File: src/rtl/jtcop_mix_pkg.sv
// jtcop_mix_pkg: shared constants, FSM encoding and channel indices for the sound mixer.
package jtcop_mix_pkg;

  localparam int MIX_CH  = 4;
  localparam int ACC_W   = 26;
  localparam int GAIN_FR = 4;
  localparam int SMP_W   = 16;
  localparam int PROD_W  = 25;
  localparam logic [7:0] GAIN_UNITY = 8'h10;

  localparam logic [1:0] CH_OPL   = 2'd0;
  localparam logic [1:0] CH_OPN   = 2'd1;
  localparam logic [1:0] CH_PSG   = 2'd2;
  localparam logic [1:0] CH_ADPCM = 2'd3;

  typedef enum logic [2:0] {IDLE, MAC0, MAC1, MAC2, MAC3, SAT} mix_state_t;

  typedef logic [MIX_CH-1:0][SMP_W-1:0] mix_smp_t;
  typedef logic [MIX_CH-1:0][7:0]       mix_gain_t;

  // Offset-binary PSG sum to signed 16b: flipping the MSB recentres 512 on zero.
  function automatic logic [SMP_W-1:0] psg_to_s16(input logic [9:0] psg);
    return {~psg[9], psg[8:0], 6'd0};
  endfunction

endpackage

File: src/rtl/jtcop_mix_sat.sv
// jtcop_mix_sat: drops the gain fraction bits from the accumulator and clamps to signed 16b.
// Purely combinational; clip flags any clamp.
module jtcop_mix_sat
  import jtcop_mix_pkg::*;
(
  input  logic [ACC_W-1:0] acc,
  output logic [15:0]      snd,
  output logic             clip
);

  localparam int R_W = ACC_W - GAIN_FR;
  localparam logic signed [R_W-1:0] S16_MAX = 32767;
  localparam logic signed [R_W-1:0] S16_MIN = -32768;

  logic signed [R_W-1:0] r;

  // Taking the upper bits is an arithmetic shift right by GAIN_FR (floors toward -inf).
  assign r = $signed(acc[ACC_W-1:GAIN_FR]);

  always_comb begin
    snd  = r[15:0];
    clip = 1'b0;
    if (r > S16_MAX) begin
      snd  = 16'h7FFF;
      clip = 1'b1;
    end else if (r < S16_MIN) begin
      snd  = 16'h8000;
      clip = 1'b1;
    end
  end

endmodule

File: src/rtl/jtcop_snd_mix.sv
// jtcop_snd_mix: four-source gain mixer on one shared multiplier; optional clip indicator under JTCOP_MIX_PEAK_EN.
// Latency 6 clk from sample to sample_out; no backpressure, strobes arriving mid-sequence are dropped.
module jtcop_snd_mix
  import jtcop_mix_pkg::*;
(
  input  logic        clk,
  input  logic        rst_n,
  input  logic        sample,
  input  logic [15:0] opl_snd,
  input  logic [15:0] opn_snd,
  input  logic [9:0]  psg_snd,
  input  logic [15:0] adpcm_snd,
  input  logic [7:0]  gain0,
  input  logic [7:0]  gain1,
  input  logic [7:0]  gain2,
  input  logic [7:0]  gain3,
  output logic [15:0] snd,
  output logic        sample_out,
  output logic        peak
);

  mix_state_t               st, st_nx;
  mix_smp_t                 ch_q;
  mix_gain_t                gain_q;
  logic [ACC_W-1:0]         acc;
  logic [1:0]               sel;
  logic                     mac_en;
  logic signed [PROD_W-1:0] prod;
  logic [15:0]              sat_snd;
  logic                     sat_clip;

  always_comb begin
    st_nx  = st;
    mac_en = 1'b0;
    sel    = CH_OPL;
    case (st)
      IDLE: if (sample) st_nx = MAC0;
      MAC0: begin mac_en = 1'b1; sel = CH_OPL;   st_nx = MAC1; end
      MAC1: begin mac_en = 1'b1; sel = CH_OPN;   st_nx = MAC2; end
      MAC2: begin mac_en = 1'b1; sel = CH_PSG;   st_nx = MAC3; end
      MAC3: begin mac_en = 1'b1; sel = CH_ADPCM; st_nx = SAT;  end
      SAT:  st_nx = IDLE;
      default: st_nx = IDLE;
    endcase
  end

  // Gain is unsigned, so a zero sign bit keeps it positive in the signed product.
  assign prod = PROD_W'($signed(ch_q[sel])) * PROD_W'($signed({1'b0, gain_q[sel]}));

  always_ff @(posedge clk) begin
    if (!rst_n) begin
      st         <= IDLE;
      ch_q       <= '0;
      gain_q     <= '0;
      acc        <= '0;
      snd        <= '0;
      sample_out <= 1'b0;
    end else begin
      st         <= st_nx;
      sample_out <= 1'b0;
      if (st == IDLE && sample) begin
        ch_q[CH_OPL]     <= opl_snd;
        ch_q[CH_OPN]     <= opn_snd;
        ch_q[CH_PSG]     <= psg_to_s16(psg_snd);
        ch_q[CH_ADPCM]   <= adpcm_snd;
        gain_q[CH_OPL]   <= gain0;
        gain_q[CH_OPN]   <= gain1;
        gain_q[CH_PSG]   <= gain2;
        gain_q[CH_ADPCM] <= gain3;
        acc              <= '0;
      end
      if (mac_en) acc <= $signed(acc) + ACC_W'(prod);
      if (st == SAT) begin
        snd        <= sat_snd;
        sample_out <= 1'b1;
      end
    end
  end

  jtcop_mix_sat u_sat (
    .acc  (acc),
    .snd  (sat_snd),
    .clip (sat_clip)
  );

`ifdef JTCOP_MIX_PEAK_EN
  logic [15:0] peak_cnt;

  // Holds peak for 65536 clk after the latest clipped sample.
  always_ff @(posedge clk) begin
    if (!rst_n) begin
      peak     <= 1'b0;
      peak_cnt <= '0;
    end else if (st == SAT && sat_clip) begin
      peak     <= 1'b1;
      peak_cnt <= 16'hFFFF;
    end else if (peak) begin
      if (peak_cnt == 16'd0) peak <= 1'b0;
      else                   peak_cnt <= peak_cnt - 16'd1;
    end
  end
`else
  logic unused_clip;
  assign unused_clip = sat_clip;
  assign peak        = 1'b0;
`endif

endmodule
File: config.mk
export PLATFORM = sky130hd
export DESIGN_NAME = jtcop_snd_mix
export DESIGN_NICKNAME = d
export VERILOG_FILES = /design/src/rtl/jtcop_mix_pkg.sv /design/src/rtl/jtcop_mix_sat.sv /design/src/rtl/jtcop_snd_mix.sv
export SDC_FILE = /design/constraint.sdc
export NUM_CORES = 1
export LEC_CHECK = 0
export CORE_MARGIN = 3
export CORE_UTILIZATION = 25
export CTS_BUF_LIST = sky130_fd_sc_hd__clkbuf_8
export DETAILED_ROUTE_END_ITERATION = 8
export PLACE_DENSITY = 0.39
export SLEW_MARGIN = 0
export SYNTH_ARGS = -nofsm -noshare
export SYNTH_HDL_FRONTEND = slang
export SYNTH_SLANG_ARGS = --single-unit
File: constraint.sdc
create_clock -name clk -period 7.7 [get_ports clk]
set_input_delay 1.54 -clock clk [delete_from_list [all_inputs] [get_ports clk]]
set_output_delay 1.54 -clock clk [all_outputs]
set_load 0.005 [all_outputs]
# Yosys cells after proc, flatten, opt, wreduce, memory -nomap -nowiden
# Index checks and enable logic that the tools add are counted.
# totals
out_inout_bits,18
in_bits,93
ff_bits,136
elab_cells,41
# classes
n_bitwise,1
multipliers,1
n_lt_le_gt_ge,3
muxes,13
eq_ne,6
reduce_logical,4
n_addsub,1
# ops
cell,count
$mux 26,2
$mux 16,3
$bmux 16 s2,1
$add 26x25->26,1
$mul 16x9->25,1
$gt 22x16->1 const B,1
$lt 22x16->1 const B,1
$bmux 8 s2,1
$pmux 3 s5,1
$mux 8,1
$eq 3x2->1 const B,2
$eq 3x3->1 const B,2
$pmux 2 s3,1
$reduce_or 4->1,1
$eq 3x1->1 const B,1
$logic_not 3->1,1
$lt 2x3->1 const B,1
$mux 3,1
$mux 1,2
$ne 2x2->1 const B,1
$reduce_bool 2->1,1
$logic_and 1x1->1,1
$not 1->1,1

# Logic depth before layout (Yosys ltp)
# depth
word_depth,7
ltp_mapped,27
ltp_nobuf,24

# Modules after synthesis
# Synthesis repeated with hierarchy kept, for this count alone.
# unflattened
hier_cells,1448
hier_area_um2,11477.3
# modules_own_cells
module,n_inst,cells_per_inst,area_per_inst_um2,seq_area_each_um2
jtcop_snd_mix,1,1402,11131.9,2722.6
jtcop_mix_sat,1,46,345.3,0.0

# Worst setup path before layout
# No wires, ideal clock.
# synth_timing
path_type,flip-flop to flip-flop
start,reg st[2]
end,reg acc[25]
arrival_time_ns,5.801
n_path_buf,3
t_required_ns,7.581
path_slack_ns,1.780
stages_incl_launch_ff,27
synth_period_minus_slack_ns,5.920
path_cell_list,dfxtp_1 buf_6 nand2b_4 a21oi_4 mux2i_1 a21oi_1 a21oi_1 a21o_1 buf_6 nand2b_1 fa_1 fa_1 inv_1 fa_1 inv_1 fa_1 fa_1 inv_1 ha_1 clkbuf_1 a21o_1 a21oi_1 nor2b_1 a221o_1 o311ai_2 xnor2_1 o21ai_1
# synth_via
elab_chain_cells,7
# synth_lines
element,line_no,source
from (decl),jtcop_snd_mix.sv:22,"mix_state_t st, st_nx;"
from (signal assigned),jtcop_snd_mix.sv:59,st <= st_nx;
$eq 3x3->1 or $eq 3x2->1 (tied branches),jtcop_snd_mix.sv:36,case (st)
$pmux 2 s3,jtcop_snd_mix.sv:36,
$bmux 16 s2 or $bmux 8 s2 (tied branches),jtcop_snd_mix.sv:48,"assign prod = PROD_W'($signed(ch_q[sel])) * PROD_W'($signed({1'b0, gain_q[sel]}));"
$mux 16 (not written as such) or $mux 8 (tied branches),jtcop_snd_mix.sv:48,
$mul 16x9->25,jtcop_snd_mix.sv:48,
$add 26x25->26,jtcop_snd_mix.sv:72,if (mac_en) acc <= $signed(acc) + ACC_W'(prod);
$mux 26,jtcop_snd_mix.sv:72,
to (signal assigned),jtcop_snd_mix.sv:72,
to (decl),jtcop_snd_mix.sv:25,logic [ACC_W-1:0] acc;
# Parallel ways exist; a longest one is shown, timed or not. The select of a mux whose other input is x is not followed.
# A chain may end at the register's enable or synchronous reset.

# Worst setup path after layout
# layout_timing
start,reg st[0]
end,reg acc[19]
# Same word-level chain as after synthesis.

==> impl_metrics.env <==
export IMPL_rsz0062_at_grt="false"
export IMPL_synthMuxAreaShare_pct=1.34
export IMPL_grt_start_max_net_pins=80
export IMPL_cp_num_buf_inv=3
export IMPL_skew_ns=0.0158
export IMPL_drtAntennaViolNets=0
export IMPL_syn2layout_area_growth_pct=18.6
export IMPL_end_kind="register"
export IMPL_fin_ws_ns=0.713
export IMPL_cts_max_level=4
export IMPL_fmax_ghz=0.143
export IMPL_holdBufCountCts=0
export IMPL_clk_latency_ns=0.48
export IMPL_slew_limit_headroom_pct=22.7
export IMPL_syn_nets=1665
export IMPL_synth_avg_cell_area_um2=8.06
export IMPL_grt_overflow=0
export IMPL_drc=0
export IMPL_worstSetupStartpointType="register"
export IMPL_routedWlPerCell_um=16.0
export IMPL_status="finished, final reports clean"
export IMPL_syn_area_um2=11200
export IMPL_diodes=0
export IMPL_synth_edf_count=0
export IMPL_clkTransAtPathRegs_ns=0.09
export IMPL_synth_ff_type="dfxtp_1"
export IMPL_synth_adder_area_share_pct=28.8
export IMPL_hold_viol_final=0
export IMPL_detail_route_first_pass_iterations=5
export IMPL_grtUsageTotal_pct=14.7
export IMPL_synth_compound_area_share_pct=15.9
export IMPL_finalSetupTns_ns=0
export IMPL_period_minus_slack_ns=6.99
export IMPL_yosys_register_bits=136
export IMPL_drive_above_1_share_pct=5.48
export IMPL_core_um2=43600
export IMPL_max_stage_delay_ns=0.74
export IMPL_ys_warn_count=0
export IMPL_critPathRequiredTime_ns=8.06
export IMPL_crit_type="reg2reg"
export IMPL_crit_chain="nor2_2, mux2i_1, o21ai_2, nand3_1, fa_1, inv_1, fa_1, fa_1, fa_1, inv_1, fa_1, inv_1, ha_1, a21oi_1, o22ai_1, or2_2, o21ai_1, o21ai_0, xnor2_1, o21ai_0"
export IMPL_syn_inst=1389
export IMPL_ios=111
export IMPL_wirelength_mm=33.0
export IMPL_ys_seq_area_share_pct=24.3
export IMPL_netlist_area_leader_share_pct=24.3
export IMPL_dieArea_um2=47400
export IMPL_slew_viol_final=0
export IMPL_gp_congestion=0.838
export IMPL_power_density_nw_per_um2=235
export IMPL_cts_buffers=17
export IMPL_fp_dieW_um=218
export IMPL_synth_async_reset_ratio_pct=0
export IMPL_yosysTopAreaCell="dfxtp_1"
export IMPL_grt_pass1_vias=10300
export IMPL_finalNonFillerCells=2063
export IMPL_postPlaceCellArea_um2=12800
export IMPL_die_h_um=218
export IMPL_crit_top_cell="fa_1"
export IMPL_cts_sinks=136
export IMPL_synth_xor_area_share_pct=2.43
export IMPL_synth_simple_area_share_pct=18.2
export IMPL_grt_pass1_wl_mm=55.4
export IMPL_peakVddDrop_mv=0.109
export IMPL_dp_cells=2031
export IMPL_leakage_uw=0.00568
export IMPL_finish_utilization_pct=30.4
export IMPL_port_buffers=109
export IMPL_synth_cell_types=60
export IMPL_vias=9370
export IMPL_arrival_ns=7.34
export IMPL_post_cts_buffers=0
export IMPL_synth_top_family_by_area="adder cells"
export IMPL_dp_hpwl_mm=26.0
export IMPL_cts_resized=0
export IMPL_min_path_type="reg2reg"
export IMPL_synth_area_leaders="dfxtp_1 24%, fa_1 22%, nand2_1 9.6%, a21oi_1 7.1%, ha_1 6.5%"
export IMPL_drt_iter0_drc=462
export IMPL_crit_path_top_delay_cell="nor2_2"
export IMPL_timing_final_crit_share_pct=90.7
export IMPL_std_cell_rows=76
export IMPL_drv_cap=0
export IMPL_crit_family="adder cells"
export IMPL_setup_viol=0
export IMPL_root_buffer="clkbuf_8"
export IMPL_dpl_worst_slack_ns=0.639
export IMPL_num_nets_final=1741
export IMPL_worst_slew_pin_slew_ns=1.15
export IMPL_initial_utilization_pct=25.6
export IMPL_vias_per_cell=4.54
export IMPL_clockBufferDepth=2
export IMPL_cp_max_fo=15
export IMPL_cts_tree="yes"
export IMPL_antenna_found_initial=0
export IMPL_fin_area_um2=13300
[layer usage]
layer / part of all wire, % / up-vias / wire length (um) / GRT usage [%]
li1: - / 4631 / - / -
met1: 46 / 4615 / 15200 / 18.7
met2: 50 / 101 / 16600 / 26.2
met3: 2.3 / 23 / 775 / 2.23
met4: 1.3 / 0 / 424 / 3.37
met5: 0 / - / 0 / 0
[state kept, by name (all words and copies together) (netlist names)]
| name | flops |
|---|---|
| acc | 26 |
| ch_q | 58 |
| gain_q | 32 |
| sample_out | 1 |
| snd | 16 |
| st | 3 |
[path summary, 6_finish.rpt]
path / endpoint / cells past startpoint / start / slack [ns]
hold / removal: snd[8] / 2 / snd[8] / 0.46
setup / recovery: acc[19] / 20 / st[0] / 0.71
hold reg to reg: snd[8] / 2 / snd[8] / 0.46
setup reg to reg: acc[19] / 20 / st[0] / 0.71
[report_power, final]
group	total [uW]	internal [uW]	switching (uW)	leakage, uW
clock	657	342	315	0.000221
sequential	854	785	69.2	0.00111
combinational	1610	607	1010	0.00434
[Yosys cell counts, types with 29 or more instances]
cell and n:
nand2_1 287, inv_1 169, a21oi_1 158, dfxtp_1 136, fa_1 125, nor2_1 87, ha_1 58, o21ai_0 46
buf_2 37, nand3_1 30, clkbuf_1 29
[kinds of logic after synthesis]
group,after synthesis
xor+xnor,31
fa+ha+maj,183
flops,136
buf+inv,245
compound gates,302
mux,15
other cells,1
simple gates,476
[per-stage QoR]
step / power (uW) / hold WS, ns
after floorplan: 2030 / 0.425
after global placement: 2530 / 0.444
after detailed placement: 2510 / 0.444
after CTS: 3200 / 0.459
after global routing: 3450 / 0.481
final: 3130 / 0.455
[layout make-up]
type	instances	area, um2
Inverter	170	639
Tap cell	585	732
Fill cell	4762	30400
Sequential cell	136	2720
Clock buffer	19	262
Timing Repair Buffer	132	1260
Multi-Input combinational cell	1008	7490
Clock inverter	13	166
[tightest hold or removal path: cells and delay by family, from the launching register on]
family / cells / cell delay (ns)
compound gates: 1 / 0.05
flops: 1 / 0.32
simple gates: 1 / 0.05
[layout by cell type (no fill, tap or decap), types with 6 or more instances in the layout]
| cell type | netlist | final |
|---|---|---|
| buf_4 | 5 | 23 |
| a21oi_1 | 158 | 158 |
| nand2b_1 | 20 | 20 |
| inv_1 | 169 | 169 |
| xnor2_1 | 23 | 23 |
| dfxtp_1 | 136 | 135 |
| a221oi_1 | 6 | 6 |
| mux2i_1 | 15 | 15 |
| nand3_1 | 30 | 29 |
| a21o_1 | 17 | 17 |
| xor2_1 | 8 | 8 |
| o21ai_0 | 46 | 46 |
| nand2_1 | 287 | 287 |
| o22ai_1 | 23 | 23 |
| clkdlybuf4s50_1 | 0 | 109 |
| clkbuf_8 | 0 | 19 |
| ha_1 | 58 | 58 |
| fa_1 | 125 | 125 |
| nor2b_1 | 17 | 17 |
| nor2_1 | 87 | 87 |
Note: power is estimated with default switching activity, not from simulation.
